[src/rtl/pic_priority_sequencer.sv]
// Interrupt priority resolver and INTA acknowledge sequencer for an 8-input PIC.
// Tracks the in-service register, rotating priority and the vector-bus handshake.

module pic_prio_find (
    input  logic [7:0] vec,
    input  logic [2:0] lp,
    output logic       found,
    output logic [2:0] rank,
    output logic [2:0] idx
);
    logic [15:0] dbl;
    logic [7:0]  rot;

    // Rotate so bit 0 holds the highest-priority index (lp+1).
    assign dbl = {vec, vec};
    assign rot = dbl[{1'b0, lp} + 4'd1 +: 8];

    always_comb begin
        rank = 3'd0;
        for (int i = 7; i >= 0; i--)
            if (rot[i]) rank = 3'(i);
    end

    assign found = |vec;
    assign idx   = lp + 3'd1 + rank;
endmodule

module pic_priority_sequencer (
    input  logic       clk,
    input  logic       rst,
    input  logic [7:0] irr,
    input  logic [7:0] imr,
    input  logic       inta,
    input  logic [4:0] vector_base,
    input  logic       aeoi,
    input  logic       rotate_on_eoi,
    input  logic       eoi_valid,
    input  logic       eoi_specific,
    input  logic [2:0] eoi_level,
    output logic       int_out,
    output logic       ack_valid,
    output logic [2:0] ack_idx,
    output logic [7:0] isr,
    output logic [7:0] data_out,
    output logic       data_oe
);
    localparam logic [1:0] S_IDLE = 2'd0;
    localparam logic [1:0] S_PEND = 2'd1;
    localparam logic [1:0] S_ACK1 = 2'd2;
    localparam logic [1:0] S_ACK2 = 2'd3;

    logic [1:0] state;
    logic [2:0] lp;
    logic [2:0] cur_idx;
    logic       spurious;
    logic       inta_q;

    logic [1:0][7:0] fnd_vec;
    logic [1:0]      fnd;
    logic [1:0][2:0] fnd_rank;
    logic [1:0][2:0] fnd_idx;

    // Slot 0 resolves unmasked requests, slot 1 resolves the in-service bits.
    assign fnd_vec[0] = irr & ~imr;
    assign fnd_vec[1] = isr;

    for (genvar g = 0; g < 2; g++) begin : g_find
        pic_prio_find u_find (
            .vec   (fnd_vec[g]),
            .lp    (lp),
            .found (fnd[g]),
            .rank  (fnd_rank[g]),
            .idx   (fnd_idx[g])
        );
    end

    logic       eligible;
    logic [2:0] cand;
    logic       inta_rise;
    logic       inta_fall;

    assign eligible  = fnd[0] && (!fnd[1] || (fnd_rank[0] < fnd_rank[1]));
    assign cand      = fnd_idx[0];
    assign inta_rise = inta & ~inta_q;
    assign inta_fall = ~inta & inta_q;

    logic       take_ack;
    logic [2:0] eoi_tgt;
    logic       eoi_hit;
    logic       aeoi_hit;
    logic [7:0] isr_clr;
    logic [7:0] isr_set;
    logic [7:0] isr_next;
    logic [2:0] lp_next;

    assign take_ack = (state == S_PEND) && inta_rise && eligible;

    // Clears land before the acknowledge set, so a same-cycle set wins.
    always_comb begin
        eoi_tgt  = eoi_specific ? eoi_level : fnd_idx[1];
        eoi_hit  = eoi_valid && isr[eoi_tgt];
        aeoi_hit = (state == S_ACK2) && inta_fall && aeoi && !spurious && isr[cur_idx];
        isr_clr  = 8'h00;
        if (eoi_hit)  isr_clr[eoi_tgt] = 1'b1;
        if (aeoi_hit) isr_clr[cur_idx] = 1'b1;
        isr_set  = take_ack ? (8'h01 << cand) : 8'h00;
        isr_next = (isr & ~isr_clr) | isr_set;
        lp_next  = lp;
        if (rotate_on_eoi) begin
            if (aeoi_hit)     lp_next = cur_idx;
            else if (eoi_hit) lp_next = eoi_tgt;
        end
    end

    always_ff @(posedge clk) begin
        if (rst) begin
            state     <= S_IDLE;
            lp        <= 3'd7;
            isr       <= 8'h00;
            int_out   <= 1'b0;
            ack_valid <= 1'b0;
            ack_idx   <= 3'd0;
            data_out  <= 8'h00;
            data_oe   <= 1'b0;
            cur_idx   <= 3'd0;
            spurious  <= 1'b0;
            inta_q    <= 1'b0;
        end else begin
            inta_q    <= inta;
            isr       <= isr_next;
            lp        <= lp_next;
            ack_valid <= 1'b0;
            case (state)
                S_IDLE: begin
                    if (eligible) begin
                        state   <= S_PEND;
                        int_out <= 1'b1;
                    end
                end
                S_PEND: begin
                    if (inta_rise) begin
                        state <= S_ACK1;
                        if (eligible) begin
                            cur_idx   <= cand;
                            spurious  <= 1'b0;
                            ack_valid <= 1'b1;
                            ack_idx   <= cand;
                        end else begin
                            // Request vanished before INTA: answer with IR7, touch nothing.
                            cur_idx  <= 3'd7;
                            spurious <= 1'b1;
                        end
                    end else if (!eligible) begin
                        state   <= S_IDLE;
                        int_out <= 1'b0;
                    end
                end
                S_ACK1: begin
                    if (inta_rise) begin
                        state    <= S_ACK2;
                        data_out <= {vector_base, cur_idx};
                        data_oe  <= 1'b1;
                    end
                end
                S_ACK2: begin
                    if (inta_fall) begin
                        state    <= S_IDLE;
                        data_out <= 8'h00;
                        data_oe  <= 1'b0;
                        int_out  <= 1'b0;
                    end
                end
                default: state <= S_IDLE;
            endcase
        end
    end
endmodule

[config.mk]
export PLATFORM = sky130hd
export DESIGN_NAME = pic_priority_sequencer
export DESIGN_NICKNAME = d
export VERILOG_FILES = /design/src/rtl/pic_priority_sequencer.sv
export SDC_FILE = /design/constraint.sdc
export NUM_CORES = 1
export LEC_CHECK = 0
export ABC_AREA = 0
export BUFFER_PORTS_ARGS = -buffer_cell sky130_fd_sc_hd__buf_2
export CORE_ASPECT_RATIO = 1.2
export CORE_MARGIN = 3
export CORE_UTILIZATION = 57
export CTS_CLUSTER_SIZE = 16
export DETAILED_ROUTE_END_ITERATION = 10
export PLACE_DENSITY = 0.81
export SLEW_MARGIN = 0
export SYNTH_ARGS = -nofsm -noshare
export SYNTH_HDL_FRONTEND = slang
export SYNTH_SLANG_ARGS = --single-unit
[constraint.sdc]
create_clock -name clk -period 4.7 [get_ports clk]
set_input_delay 0.705 -clock clk [delete_from_list [all_inputs] [get_ports clk]]
set_output_delay 0.705 -clock clk [all_outputs]
set_load 0.01 [all_outputs]
==> results of run 1 <==
==> final cells by class <==
type,instances,area share
multi-input cells,265,0.641
flip-flops and latches,32,0.200
repair buffers,57,0.0928
clock buffers,6,0.0257
well taps,60,0.0234
inverters,12,0.0144
clock inverters,2,0.00312
==> cells in the final DEF (no fill, tap or decap), types with 9 or more instances in the layout <==
cell type / n
dfxtp_1: 32
nand2_1: 25
a22oi_1: 10
inv_1: 9
o21ai_0: 14
a21oi_1: 15
mux4_2: 10
nor2_1: 34
mux2i_1: 11
nor2b_1: 9
buf_2: 52
nand2b_1: 16
==> metal layers <==
metal / global-route usage / up-vias / routed length [um]
met5: 0 / - / 0
met2: 0.437 / 111 / 3880
met3: 0.0273 / 18 / 467
li1: - / 1335 / -
met4: 0.113 / 0 / 168
met1: 0.312 / 1311 / 3020
==> worst max path at each step <==
stage	start	endpoint	cells past startpoint
floorplan	lp[1]	lp[1]	16
global placement	lp[1]	lp[1]	14
detailed placement	lp[1]	lp[2]	14
CTS	lp[1]	lp[2]	14
global route	lp[1]	lp[1]	17
finish	lp[1]	lp[2]	14
==> registers in the layout, indices dropped and copies added, names as in the netlist, named ones only <==
name,flops
spurious,1
data_oe,1
state,1
ack_idx,3
ack_valid,1
lp,3
isr,8
inta_q,1
data_out,8
cur_idx,3
int_out,1
==> where the power goes <==
group,total (mW),internal (mW),switching (mW)
clock network,0.215,0.117,0.0981
registers,0.316,0.288,0.0286
logic,0.213,0.0949,0.118
==> kinds of logic (layout without fill, tap and decap cells) <==
group	count (synthesis)	in the layout
AO/OA/AOI/OAI	99	99
XOR/XNOR	4	4
adder cells (fa/ha/maj)	7	7
buffers and inverters	36	77
flip-flops	32	32
multiplexers	37	37
AND/OR/NAND/NOR	118	118
==> summary.md, run 1 <==
| Metric | Value |
|---|---|
| Cell-by-cell trace of the critical path | buf_4, mux2_1, o2111a_1, or4_1, nand2_1, ha_1, fa_1, mux2i_4, mux4_2, and3_2, inv_1, o2111a_1, or2_1, o311ai_1 |
| Htree depth | 2 |
| Fin. max-slew vios | 0 |
| Number of global-route vias before repair | 2696 |
| Post-CTS setup buffer count | 0 |
| Slew headroom | 0.513 |
| CP bufs+invs | 2 |
| TritonRoute pass-1 iters | 6 |
| Mapped Cells | 333 |
| Initial antenna violation count | 0 |
| Total number of vias | 2775 |
| Synth area leader | dfxtp_1 |
| Final worst-path cycle share | 0.931 |
| Leakage | 1.43 nW |
| Overflow after GRT | 0 |
| Synth async-reset ratio | 0 |
| Post-DP HPWL | 5700 um |
| Area of the multi-input gates | 0.00206 mm^2 |
| Hold-fix buffers at CTS | 0 |
| # diodes | 0 |
| Non-Filler Instances | 434 |
| Fill cells | 418 |
| HP Class | reg -> reg |
| Yosys warns | 0 |
| GP Congestion | 0.954 |
| Net Count, Synth | 371 |
| Drt total wl | 7540 um |
| Sequential cell area | 641 um^2 |
| # resized after CTS | 0 |
| Antenna viol nets, final | 0 |
| Die Wd | 71.7 um |
| Post-synth EDFFs | 0 |
| TritonCTS clock tree | yes |
| Crit Path Max Fanout | 12 |
| Final setup viols | 0 |
| I/O pins | 53 |
| Final Cell Area | 0.00321 mm^2 |
| Power, Total | 0.744 mW |
| Synth top area share | 0.217 |
| Hold path depth | 1 |
| Post-synthesis adder-cell area fraction | 0.0347 |
| CP peak stage delay | 0.60 ns |
| Outcome | finished, final reports clean |
| RSZ-0062 raised after global routing | false |
| Hold Path Sink | ack_idx[2] |
| Mapped cell area | 0.00296 mm^2 |
| Area after DPL | 0.00312 mm^2 |
| HP Start | ack_idx[2] |
| DRC | 0 |
| Netlist cell types | 77 |
| Buffers on Ports | 52 |
| Seq/Total Area, Yosys | 0.217 |
| CTS buffer count | 5 |
| Largest family of logic cells by synthesized area | compound AO/OA/AOI/OAI gates |
| Critical Path Source Type | flip-flop |
| Post-layout minimum cycle time | 4.37 ns |
| Max Freq | 0.229 GHz |
| Synth Area in XOR/XNOR | 0.0144 |
| Via-per-instance ratio | 6.39 |
| Setup TNS | 0 ns |
| Num rows | 28 |
| Compound-Gate Fraction of Synth Area | 0.248 |
| Worst Skew | 0.00322 ns |
| Clock transition at the registers of the reported paths | 0.07 ns |
| Synth top cells by count | nor2_1 (34), dfxtp_1 (32), nand2_1 (25) |
| First-pass GRT wire length | 12500 um |
| Maxcap violations | 0 |
| Largest delay contributor family on the critical path | multiplexers |
| Setup crit end kind | flip-flop |
| Die Y | 84.9 um |
| Reg2Reg Launch Point | lp[1] |
| Final worst setup slack | 0.326 ns |
| Mean area per synthesized cell | 8.88 um^2 |
| Top cells by area, synth | dfxtp_1 (22%), mux4_2 (7.6%), nor2_1 (4.3%) |
| CP Class | reg -> reg |
| Mux contribution to synthesized area | 0.188 |
| Power per cell area | 232 mW/mm^2 |
| DR iter-0 viols | 163 |
| Total global-route track usage | 0.252 |
| Critical path required time | 4.83 ns |
| Core Region | 0.00497 mm^2 |
| CTS Sinks | 32 |
| Final #Nets | 411 |
| Cell with the most instances after synthesis | nor2_1 |
| Area growth from synthesis to layout | 8.51% |
| Starting Density | 0.594 |
| Root Driver | clkbuf_8 |
| Layout cells sized above 1 | 0.289 |
| Pre-CTS setup slack | 0.351 ns |
| Peak supply drop | 294 uV |
| Placed cell count | 426 |
| Slew of the pin with the lowest slew margin | 0.730 ns |
| Hold_ws | 0.491 ns |
| Most numerous cell on the critical path | o2111a_1 |
| Final count of hold timing violations | 0 |
| R2R depth | 14 |
| Clock Latency Late Sink | 0.27 ns |
| Reg2reg end | lp[2] |
| Crit-path slowest cell | dfxtp_1 |
| Synth Area in Simple Gates | 0.210 |
| CTS max path bufs | 2 |
| Yosys reg bits | 32 |
| Worst path arrival time | 4.51 ns |
| Largest net degree at the start of global routing | 21 |
| Die area | 0.00609 mm^2 |
| Reg2reg setup slack | 0.33 ns |
| Post-route core utilization | 0.645 |
| Synth Flop Type | dfxtp_1 |
| Routed length per instance | 17.4 um |
Power figures use the tool's default switching activity.
==> run 2: changes to the inputs <==
--- a/config.mk
+++ b/config.mk
@@ -9,10 +9,10 @@
 export BUFFER_PORTS_ARGS = -buffer_cell sky130_fd_sc_hd__buf_2
 export CORE_ASPECT_RATIO = 1.2
 export CORE_MARGIN = 3
-export CORE_UTILIZATION = 57
-export CTS_CLUSTER_SIZE = 16
+export CORE_UTILIZATION = 51
 export DETAILED_ROUTE_END_ITERATION = 10
-export PLACE_DENSITY = 0.81
+export MAX_ROUTING_LAYER = met4
+export PLACE_DENSITY = 0.77
 export SLEW_MARGIN = 0
 export SYNTH_ARGS = -nofsm -noshare
 export SYNTH_HDL_FRONTEND = slang
==> constraint.sdc (replaced) <==
create_clock -name clk -period 3.5 [get_ports clk]
set_input_delay 0.525 -clock clk [delete_from_list [all_inputs] [get_ports clk]]
set_output_delay 0.525 -clock clk [all_outputs]
set_load 0.01 [all_outputs]
==> run 2 against run 1 <==
Against the previous run: the flow now finishes with violations (negative setup slack); combinational power is 85% higher; via count is 12% higher; sequential power is 32% higher; clock power is 82% higher; worst setup slack worse by 0.81 ns; largest cell class unchanged.
==> summary.md, run 2 (same netlist as run 1, synthesis figures left out) <==
| Metric | Value |
|---|---|
| Outcome | finished, violations left |
| Failing checks | negative setup slack |
| Final worst-path cycle share | 1.14 (+0.207) |
| Sequential group share of total power | 0.348 (-0.077) |
| CP peak stage delay | 0.57 ns (-0.03 ns) |
| Cell internal pwr | 0.830 mW (+66%) |
| Routed length per instance | 17.8 um (+2.6%) |
| Max Freq | 0.251 GHz (+9.9%) |
| Root Driver | clkbuf_8 |
| Cell-by-cell trace of the critical path | buf_6, buf_6, nor3b_4, o31a_1, or4_4, nand2_4, ha_4, fa_1, mux2i_4, mux4_2, and3_4, inv_4, o2111a_1, or2_4, o311ai_4 |
| Num rows | 29 (+3.6%) |
| Placed cell count | 485 (+14%) |
| HP Class | in -> reg |
| Layout cells sized above 1 | 0.457 (+0.169) |
| CP bufs+invs | 3 (+1) |
| Reg2reg end | lp[2] |
| Total global-route track usage | 0.270 (+0.0180) |
| Final Cell Area | 0.00402 mm^2 (+25%) |
| Crit Path Max Fanout | 6 (-6) |
| Final #Nets | 483 (+18%) |
| Non-Filler Instances | 508 (+17%) |
| Leakage | 1.84 nW (+29%) |
| Number of global-route vias before repair | 3023 (+12%) |
| Peak supply drop | 409 uV (+39%) |
| Maxcap violations | 0 (unchanged) |
| Largest delay contributor family on the critical path | simple AND/OR/NAND/NOR gates |
| Commonest non-fill, non-tap cells in the layout | buf_4 (71), buf_2 (52), nor2_1 (34) |
| First-pass GRT wire length | 13700 um (+9.9%) |
| Net Switching | 0.372 mW (+52%) |
| Critical path required time | 3.63 ns (-1.20 ns) |
| Clock power frac | 0.325 (+0.036) |
| Buffers on Ports | 52 (unchanged) |
| Via-per-instance ratio | 6.12 (-4.2%) |
| Setup crit end kind | flip-flop |
| Final worst setup slack | -0.481 ns (-0.808 ns) |
| DR iter-0 viols | 199 (+22%) |
| CTS Sinks | 32 (unchanged) |
| TritonCTS clock tree | yes |
| DRC | 0 (unchanged) |
| Slew of the pin with the lowest slew margin | 0.582 ns (-0.148 ns) |
| CTS buffer count | 5 (unchanged) |
| Clock Latency Late Sink | 0.29 ns (+0.02 ns) |
| Post-layout minimum cycle time | 3.98 ns (-0.392 ns) |
| CP Depth | 15 (+1) |
| Starting Density | 0.543 (-0.0511) |
| Die area | 0.00675 mm^2 (+11%) |
| Critical Path Sink | lp[2] |
| I/O pins | 53 (unchanged) |
| Net Sw Frac | 0.310 (-0.0191) |
| TritonRoute pass-1 iters | 5 (-1) |
| Clock transition at the registers of the reported paths | 0.07 ns (about the same) |
| Final count of hold timing violations | 0 (unchanged) |
| Total number of vias | 3111 (+12%) |
| Core Region | 0.00544 mm^2 (+9.4%) |
| Area after DPL | 0.00357 mm^2 (+14%) |
| Crit-path slowest cell | mux4_2 |
| Final setup viols | 12 (+12) |
| Hold_ws | 0.479 ns (-0.0119 ns) |
| GP Congestion | 0.927 (-2.8%) |
| Overflow after GRT | 0 (unchanged) |
| # diodes | 0 (unchanged) |
| Initial antenna violation count | 0 (unchanged) |
| Commonest non-fill, non-tap cell in the layout | buf_4 |
| Largest net degree at the start of global routing | 21 (unchanged) |
| Power per cell area | 299 mW/mm^2 (+29%) |
| Post-DP HPWL | 6590 um (+16%) |
| Setup crit start | lp[1] |
| Critical Path Source Type | flip-flop |
| R2R depth | 15 (+1) |
| Most numerous cell on the critical path | buf_6 |
| Slew headroom | 0.611 (+0.0980) |
| Die Wd | 75.5 um (+5.2%) |
| Die Y | 89.4 um (+5.3%) |
| Antenna viol nets, final | 0 (unchanged) |
| Worst Skew | 0.00699 ns (+0.00377 ns) |
| Reg2Reg Launch Point | lp[1] |
| Reg2reg setup slack | -0.48 ns (-0.81 ns) |
| Area growth from synthesis to layout | 36.0% |
| RSZ-0062 raised after global routing | true |
| Fin. max-slew vios | 0 (unchanged) |
| Drt total wl | 9050 um (+20%) |
| CP Class | reg -> reg |
| Setup TNS | -4.33 ns (-4.33 ns) |
| Worst path arrival time | 4.11 ns (-0.40 ns) |
| Post-route core utilization | 0.739 (+0.0938) |
| Htree depth | 2 (unchanged) |
| CTS max path bufs | 2 (unchanged) |
| Comb power frac | 0.327 (+0.041) |
| Biggest regs | data_out (8), isr (8) |
## run 2: cell count changes in the layout (fill, tap and decap cells not counted), moves of 3 or more
cell,previous run,this run
buf_4,5,71
o21ai_0,14,9
buf_6,0,4
nand2_1,25,21
a31o_2,5,2
a31o_4,0,3
nand2_4,0,3
o21ai_1,1,4
## run 2: worst reg2reg max path, cell delays in order, from the launching register on
cell and delay (ns):
dfxtp_4 0.37, buf_6 0.14, buf_6 0.12, nor3b_4 0.15, o31a_1 0.31, or4_4 0.52, nand2_4 0.11, ha_4 0.13
fa_1 0.45, mux2i_4 0.20, mux4_2 0.57, and3_4 0.21, inv_4 0.06, o2111a_1 0.22, or2_4 0.17, o311ai_4 0.10
## run 2: how the worst min path moves through the flow
stage	start	endpoint	slack, ns	cells past startpoint
floorplan	spurious	spurious	0.47	2
global placement	ack_idx[2]	ack_idx[2]	0.45	1
detailed placement	ack_idx[2]	ack_idx[2]	0.46	1
CTS	vector_base[0]	data_out[3]	0.48	3
global route	vector_base[0]	data_out[3]	0.50	3
finish	vector_base[0]	data_out[3]	0.48	3
## run 2: cell type report
cell class / count / area [um^2]
flip-flops and latches: 32 / 646
multi-input cells: 265 / 2250
fillers: 395 / 1420
clock inverters: 1 / 30.0
clock buffers: 7 / 96.3
well taps: 62 / 77.6
inverters: 12 / 51.3
repair buffers: 129 / 873
## run 2: through the flow
| stage | power (mW) | worst slack, ns |
|---|---|---|
| 4_1_cts | 1.16 | -0.419 |
| 3_3_place_gp | 0.756 | -0.438 |
| 6_report | 1.20 | -0.481 |
| 5_1_grt | 1.26 | -0.592 |
| 3_5_place_dp | 0.765 | -0.663 |
| 2_1_floorplan | 0.645 | -0.350 |
## run 2: repair_timing
item                       4_1_cts  5_1_grt
hold buffers                     0        0
pin swaps                        8       16
setup buffers                    6        9
setup endpoints to repair       17       21
resized for setup               13       39
## run 2: metal layers
layer | up-vias | wire, um | part of all wire | track usage
met5 | - | 0 | 0 | -
met4 | 0 | 410 | 0.045 | 0.145
met3 | 35 | 452 | 0.050 | 0.0326
met2 | 108 | 4690 | 0.52 | 0.473
met1 | 1484 | 3490 | 0.39 | 0.293
li1 | 1484 | - | - | -
## run 2: power groups by stage
stage	clock network, mW	registers, mW	logic, mW
floorplan	0	0.411	0.234
finish	0.391	0.418	0.393
global route	0.406	0.422	0.429
detailed placement	0	0.426	0.339
global placement	0	0.425	0.331
CTS	0.393	0.417	0.350
